<file path="config.mk">
export PLATFORM = sky130hd
export DESIGN_NAME = store_chk_table
export DESIGN_NICKNAME = d
export VERILOG_FILES = /design/src/rtl/store_chk_pkg.sv /design/src/rtl/store_chk_table.sv
export SDC_FILE = /design/constraint.sdc
export NUM_CORES = 1
export LEC_CHECK = 0
export BUFFER_PORTS_ARGS = -buffer_cell sky130_fd_sc_hd__buf_4
export CORE_ASPECT_RATIO = 0.5
export CORE_UTILIZATION = 54
export DETAILED_ROUTE_END_ITERATION = 10
export GPL_TIMING_DRIVEN = 0
export PLACE_DENSITY = 0.87
export RECOVER_POWER = 50
export SLEW_MARGIN = 5
export SYNTH_ARGS = -nofsm -noshare
export SYNTH_HDL_FRONTEND = slang
export SYNTH_SLANG_ARGS = --single-unit
</file>
<file path="constraint.sdc">
create_clock -name clk -period 5.35 [get_ports clk]
set_clock_uncertainty 0.2 [all_clocks]
set_input_delay 0.535 -clock clk [delete_from_list [all_inputs] [get_ports clk]]
set_output_delay 0.535 -clock clk [all_outputs]
set_load 0.02 [all_outputs]
</file>
<file path="src/rtl/store_chk_pkg.sv">
// Shared types for the store-stream checker: the checker's states, its two
// compare modes, the verdict cause codes and the (addr,data) table entry.
package store_chk_pkg;

   localparam int ST_ADDR_W = 32;
   localparam int ST_DATA_W = 32;

   typedef enum logic {SEQ = 1'b0, FINAL = 1'b1} mode_e;

   typedef enum logic [1:0] {
      IDLE = 2'd0,
      RUN  = 2'd1,
      PASS = 2'd2,
      FAIL = 2'd3
   } state_e;

   typedef enum logic [1:0] {
      NONE     = 2'd0,
      MISMATCH = 2'd1,
      TIMEOUT  = 2'd2,
      CFG      = 2'd3
   } fail_code_e;

   typedef struct packed {
      logic [ST_ADDR_W-1:0] addr;
      logic [ST_DATA_W-1:0] data;
   } store_t;

   // Exact store equality: both address and data must agree.
   function automatic logic store_eq(input store_t a, input store_t b);
      return (a.addr == b.addr) && (a.data == b.data);
   endfunction

endpackage

</file>
<file path="src/rtl/store_chk_table.sv">
// Expected-store table: DEPTH entries with one write port, two read ports
// (current sequence pointer and final entry) and an address-only hit vector
// over the non-final entries used by FINAL mode.
module store_chk_table
   import store_chk_pkg::*;
#(
   parameter int DEPTH = 8
) (
   input  logic                     clk,
   input  logic                     i_we,
   input  logic [$clog2(DEPTH)-1:0] i_widx,
   input  store_t                   i_wentry,
   input  logic [$clog2(DEPTH)-1:0] i_ptr,
   input  logic [$clog2(DEPTH)-1:0] i_last_idx,
   input  logic [$clog2(DEPTH):0]   i_len,
   input  logic [ST_ADDR_W-1:0]     i_probe_addr,
   output store_t                   o_ptr_entry,
   output store_t                   o_last_entry,
   output logic [DEPTH-1:0]         o_hit
);

   store_t r_tbl [DEPTH];

   // Single write port; contents survive reset so a table loaded once can be re-armed.
   always_ff @(posedge clk) begin
      if (i_we && (int'(i_widx) < DEPTH)) begin
         r_tbl[i_widx] <= i_wentry;
      end
   end

   assign o_ptr_entry  = r_tbl[i_ptr];
   assign o_last_entry = r_tbl[i_last_idx];

   // Address hit against entries 0..len-2 only; the final entry needs an exact match.
   always_comb begin
      o_hit = '0;
      for (int i = 0; i < DEPTH; i++) begin
         o_hit[i] = ((i + 1) < int'(i_len)) && (r_tbl[i].addr == i_probe_addr);
      end
   end

endmodule

</file>
Yosys cells after proc, flatten, opt, wreduce, memory -nomap -nowiden
Memory sizes are Yosys's and may differ from the RTL's.
Index checks and enable logic that the tools add are counted.
- $lt $le $gt $ge: 8
- muxes and demuxes: 2
- equal/unequal tests: 8
- reductions and logical operators: 8
- operators with widths (operator ; count):
    equality test 32 bit ; 8
    < comparator 3 x 4 -> 1 bit, first input constant ; 4
    logical AND 1 bit ; 8
    < comparator 2 x 4 -> 1 bit, first input constant ; 2
    < comparator 1 x 4 -> 1 bit, first input constant ; 1
    < comparator 4 bit, first input constant ; 1
    two-way mux 1 bit ; 2
- register bits: 0
- memories: 1
- bits of input ports: 111
- output and inout bits: 136
- memory bits (writable): 512
- memory list (name ; words ; width ; rd ports ; clocked after memory_dff ; wr ports ; line ; text):
    r_tbl ; 8 ; 64 ; 10 ; 0 ; 1 ; store_chk_table.sv:22 ; store_t r_tbl [DEPTH];

Depth between registers and ports, before layout
Gate-level depths: netlist of the first run.
- depth after elaboration: 2
- mapped depth: 5
- gate-level depth less buffers: 4

Worst setup path before layout of the first run
OpenSTA, ideal clock, no wires.
- path type: input port to flip-flop
- start: input i_widx[2]
- end: memory r_tbl[0][0] in the netlist's numbering, enable pin
- data required time: 4585 ps
- setup time: 565 ps
- path slack: -480 ps
- data arrival time: 5064 ps
- buffers on the path: 0
- stages on the path: 2
- path through: nand2b_1 -> nor3_1
- RTL lines (item ; line ; text):
    from (decl) ; store_chk_table.sv:11 ; input logic [$clog2(DEPTH)-1:0] i_widx,
    to (decl) ; store_chk_table.sv:22 ;
No word-level cell before the write port.

==> results.md, run 1 <==
- Failing checks: capacitance limit, slew limit
- Clock Sinks: 512
- CP max FO: 3
- Commonest non-fill, non-tap cell in the layout: edfxtp_1
- Syn Area/Cell: 19.0 sq um
- DP Worst Slack: 1.77 ns
- NumNets Final: 1833
- Initial Util: 55.3%
- Max Freq: 243 MHz
- Final wirelength: 85.3 mm
- Final instance area: 0.0311 sq mm
- Max clock buf depth: 3
- Core ar.: 0.0473 sq mm
- Final ANT Viol Nets: 0
- WP data arrival: 3.38 ns
- Multi-input logic area: 0.0101 sq mm
- Max-Cap Viols: 3
- First-pass GRT wire length: 120 mm
- Hold path cells: 2
- CTS tree: built
- # IOs: 247
- Register name with the most flops: r_tbl
- H-tree Lvls: 2
- CTS root buf: clkbuf_16
- GRT Total Usage: 34.6%
- Largest net degree at the start of global routing: 25
- Slew margin rel.: -29.6%
- Die area: 0.0494 sq mm
- Core Util, Final: 65.7%
- Outcome: complete, but fails checks
- Final setup viols: 0
- Initial antenna violation count: 4
- Fin crit period: 4.11 ns
- Register area: 0.0154 sq mm
- Pwr Total: 9660 uW
- Worst VDD drop: 0.000266 V
- Routed len/inst: 35.5 um
- Vias per inst: 7.16
- Synth Register Bits: 512
- Dpl cell area: 0.0292 sq mm
- Critical Path RT: 4.62 ns
- CTS buffer count: 48
- Detailed-route via count: 17.2k
- # DRC: 0
- Crit. End Element: output pin
- Cell variety after synth: 33
- Commonest cells after routing, fill and taps aside: edfxtp_1, mux4_2, xor2_1
- Grt total ovfl: 0
- Post-Syn Instances: 1373
- Vias in the first global route: 16.9k
- Largest registers: r_tbl (512)
- TritonRoute pass-1 iters: 6
- Max reg flops: 512
- Lkg Pwr: 0.0103 uW
- Syn_nets: 1484
- Area delta synth->final: 18.7%
- Worst-Margin Slew: 1.94 ns
- Worst-path clk slew: 0.07 ns
- Sequential share of the synthesized area: 58.8%
- TNS Setup: 0 ns
- Worst Setup SP: r_tbl[1][58]
- Chip width: 313 um
- Dpl hpwl: 56.1 mm
- Die height: 158 um
- Yosys warns: 0
- Max-slew violations: 63
- RD Place Congestion: 0.988
- Startpoint Class: flop
- WHS Endpoint: r_tbl[0][12]
- Initial drt markers: 2660
- Share of post-route cells with drive strength above 1: 39.4%
- Port Buffers: 208
- Fin crit share: 76.9%
- Mapped Area: 0.0262 sq mm
- Final hold vios: 0
- Power density cells: 311 mW/mm^2
- Layout filler cell count: 2995
- WS Path Type: reg2out
- Final WS setup: 1.24 ns
- Unrepaired setup endpoints after global routing: false
- Worst min path class: in2reg
- Worst hold start: i_widx[0]
- Row Count: 56
## stage by stage
step | hold slack (ns) | cells
final | 0.182 | 2400
after detailed placement | 0.568 | 2248
after global placement | 0.564 | 2219
after floorplan | 0.434 | 1373
after CTS | 0.000762 | 2398
after global routing | 0.169 | 2399
## how the worst max path moves through the flow
stage / end / slack (ns) / cells after the start
2_1_floorplan: r_tbl[2][0] / 1.24 / 2
3_3_place_gp: r_tbl[5][55] / -1.86 / 3
3_5_place_dp: o_hit[1] / 1.77 / 6
4_1_cts: o_hit[1] / 1.43 / 5
5_1_grt: o_hit[1] / 1.33 / 5
6_report: o_hit[1] / 1.24 / 5
## cell families after synthesis
group | synth area share, %
multiplexers | 27.6
buffers and inverters | 2.51
AO/OA/AOI/OAI | 0.440
AND/OR/NAND/NOR | 2.36
flip-flops | 58.8
XOR/XNOR | 8.33
## worst max-delay path, cell delays in order, from the launching register on
cell and delay, ns:
edfxtp_1 0.44, xor2_1 0.24, nor4_1 0.73, nand4_1 0.27, a2111oi_0 0.82, buf_4 0.28
## cells in the mapped netlist
master       n  area share [%]
or4_1        1           0.029
xnor2_1     28            0.94
a21oi_1      2           0.038
nand2b_1     3           0.072
xnor2_2      1           0.062
nor2b_1      1           0.024
o21ai_0      2           0.038
nand4_1     14            0.33
inv_1        6           0.086
buf_2       33            0.63
nor4_2       1           0.048
buf_6       23            0.99
o2bb2ai_1    2           0.067
buf_4       10            0.29
nand4b_1     1           0.033
nor3_1       9            0.17
nand2_1      5           0.072
edfxtp_1   512              59
o221ai_1     2           0.067
xor2_1     219             7.3
a2111oi_0    2           0.067
nor4_1      53             1.3
nor4b_1      1           0.033
a221oi_1     2           0.067
mux2_2     128             5.5
o22ai_1      1           0.024
o311ai_0     1           0.033
nor2_1      10            0.14
buf_1       17            0.24
clkbuf_1    19            0.27
mux4_2     256              22
a221o_1      1           0.038
nand3_1      7            0.13
## report_power, final
part           switching [uW]  internal [uW]
registers                98.9           4560
logic                     811            629
clock network            1580           1990
total                    2490           7170
## layout make-up
type                       count  share of cell area [%]
sequential                   512                    49.5
multi-input combinational    753                    32.7
timing repair buffer         299                    7.95
clock buffer                  57                    4.05
tap                          638                    2.57
buffer                       102                    2.04
clock inverter                31                    1.10
inverter                       6                  0.0725
antenna                        2                  0.0161
## per-layer routing
layer / vias up / global-route usage [%] / part of all wire [%]
met4: 2 / 17.8 / 6.3
met3: 376 / 7.75 / 12
li1: 6406 / - / -
met1: 8700 / 43.6 / 33
met5: - / 0 / 0.015
met2: 1707 / 57.2 / 49
## timing repair
action / CTS / global route
hold buffers: 62 / 0
gates resized for setup: 0 / 0
hold endpoints to repair: 492 / 0
buffers inserted: 0 / 0
Power figures use the tool's default switching activity.
==> run 2: changes to the inputs <==
- clock period: 5.35 -> 3.71 ns (I/O delays scaled with it)
==> run 2 against run 1 <==
  * The flow still finishes with violations (capacitance limit, slew limit)
  * Sequential power rose by 44%
  * Combinational power rose by 44%
  * Final area fell by 0.46%
  * Clock-buffer cell count fell by 2
  * Via count fell by 1.2%
  * Flip-flop and latch count did not move
  * Largest cell class unchanged
  * Power rose by 39%
  * Highest routed layer is now met4
  * Die area did not move
  * Non-clock buffer count rose by 1
  * Critical path depth did not move
  * Utilization fell by 0.30 points
  * Routed wire length fell by 0.77%
==> results.md, run 2 (same netlist as run 1, synthesis figures left out) <==
- GRT Total Usage: 34.2% (-0.42 points)
- Grt total ovfl: 0 (unchanged)
- Commonest non-fill, non-tap cell in the layout: edfxtp_1
- Max Freq: 273 MHz
- Critical Path RT: 3.14 ns (-1.48 ns)
- Max reg flops: 512 (unchanged)
- GR Util met2: 57.3% (+0.18 points)
- Max clock buf depth: 3 (unchanged)
- TritonRoute pass-1 iters: 7 (+1)
- # IOs: 247 (unchanged)
- CP max FO: 3 (unchanged)
- Fin crit period: 3.67 ns
- Initial drt markers: 2825 (+6.2%)
- Setup bufs post-CTS: 0 (unchanged)
- Max-Cap Viols: 4 (+1)
- Worst min path class: in2reg
- CTS buffer count: 46 (-4.2%)
- Power density cells: 435 mW/mm^2 (+40%)
- Largest net degree at the start of global routing: 25 (unchanged)
- Max-slew violations: 64 (+1.6%)
- Startpoint Class: flop
- Row Count: 56 (unchanged)
- Final ANT Viol Nets: 0 (unchanged)
- Final wirelength: 84.6 mm (-0.77%)
- Most Crowded Layer GR: met2
- Dpl hpwl: 56.3 mm (+0.33%)
- # DRC: 0 (unchanged)
- Failing checks: capacitance limit, slew limit
- Placed insts: 2247 (-0.044%)
- H-tree Lvls: 2 (unchanged)
- Final setup viols: 0 (unchanged)
- Largest registers: r_tbl (512)
- Unrepaired setup endpoints after global routing: false
- Die area: 0.0494 sq mm (unchanged)
- Area delta synth->final: 18.2%
- Vias per inst: 7.10 (-0.95%)
- WS Path Type: reg2out
- Core ar.: 0.0473 sq mm (unchanged)
- Final instance area: 0.0309 sq mm (-0.46%)
- Commonest cells after routing, fill and taps aside: edfxtp_1, mux4_2, xor2_1
- First-pass GRT wire length: 119 mm (-1.5%)
- Die height: 158 um (unchanged)
- Slew margin rel.: -27.1% (+2.5 points)
- CTS root buf: clkbuf_16
- Initial antenna violation count: 1 (-3)
- Layout filler cell count: 2997 (+0.067%)
- Outcome: complete, but fails checks
- Worst-Margin Slew: 1.91 ns (-0.0375 ns)
- Register name with the most flops: r_tbl
- Chip width: 313 um (unchanged)
- Crit. End Element: output pin
- Port Buffers: 208 (unchanged)
- Share of post-route cells with drive strength above 1: 39.0% (-0.42 points)
- Fin crit share: 98.9%
- TNS Setup: 0 ns (unchanged)
- Lkg Pwr: 0.0102 uW (-0.79%)
- Routed len/inst: 35.3 um (-0.56%)
- Count of non-filler cells in the finished layout: 2395 (-0.21%)
- Vias in the first global route: 16.6k (-1.6%)
- Dpl cell area: 0.0292 sq mm (about the same)
- RD Place Congestion: 0.997 (+0.94%)
- Clock Sinks: 512 (unchanged)
- M3 GR Usage: 8.13% (+0.38 points)
- Worst-path clk slew: 0.07 ns (about the same)
- NumNets Final: 1832 (-0.055%)
- CTS tree: built
- WP data arrival: 3.10 ns (-0.28 ns)
- Final WS setup: 0.0410 ns (-1.20 ns)
- Initial Util: 55.3% (unchanged)
- Worst VDD drop: 0.000320 V (+20%)
- Core Util, Final: 65.4% (-0.30 points)
- DP Worst Slack: 0.438 ns (-1.33 ns)
- Final hold vios: 0 (unchanged)
- Met1 Use GR: 42.7% (-0.87 points)
- Detailed-route via count: 17.0k (-1.2%)
-- run 2: worst paths after layout --
path                    startpoint          end  cells after the start
worst max-delay path  r_tbl[3][41]     o_hit[3]                      5
worst min-delay path     i_widx[0]  r_tbl[4][4]                      2
-- run 2: layout make-up --
class / instances / area (sq um) / share of cell area (%)
inverters: 6 / 22.5 / 0.0729
well taps: 638 / 798 / 2.58
repair buffers: 300 / 2520 / 8.16
multi-input cells: 753 / 10200 / 32.8
clock buffers: 55 / 1180 / 3.83
clock inverters: 28 / 218 / 0.704
flip-flops and latches: 512 / 15400 / 49.7
plain buffers: 102 / 634 / 2.05
diodes: 1 / 2.50 / 0.00810
-- run 2: metrics by stage --
stage / hold WS [ns] / total power, uW
2_1_floorplan: 0.270 / 7950
3_3_place_gp: 0.402 / 8720
3_5_place_dp: 0.403 / 8800
4_1_cts: 0.0199 / 13300
5_1_grt: 0.0104 / 13700
6_report: 0.00464 / 13400
-- run 2: power by group --
group	internal, uW	switching, uW	total, uW
registers	6570	138	6710
logic	912	1170	2080
clock network	2430	2210	4640
-- run 2: what timing repair did --
item / 4_1_cts / 5_1_grt
endpoints found under the setup margin: 1 / 1
endpoints found under the hold margin: 512 / 0
hold buffers: 64 / 0
gates resized for setup: 1 / 1
-- run 2: worst max-delay path, cell delays in order, from the launching register on --
cell and delay (ns):
edfxtp_1 0.43, xor2_1 0.21, nor4_1 0.81, nand4_1 0.21
nor4b_1 0.60, buf_4 0.26
-- run 2: layer usage --
layer / vias up / part of all wire, %
met2: 1603 / 50
met5: - / 0
met1: 8725 / 33
li1: 6385 / -
met3: 280 / 12
met4: 0 / 5.2
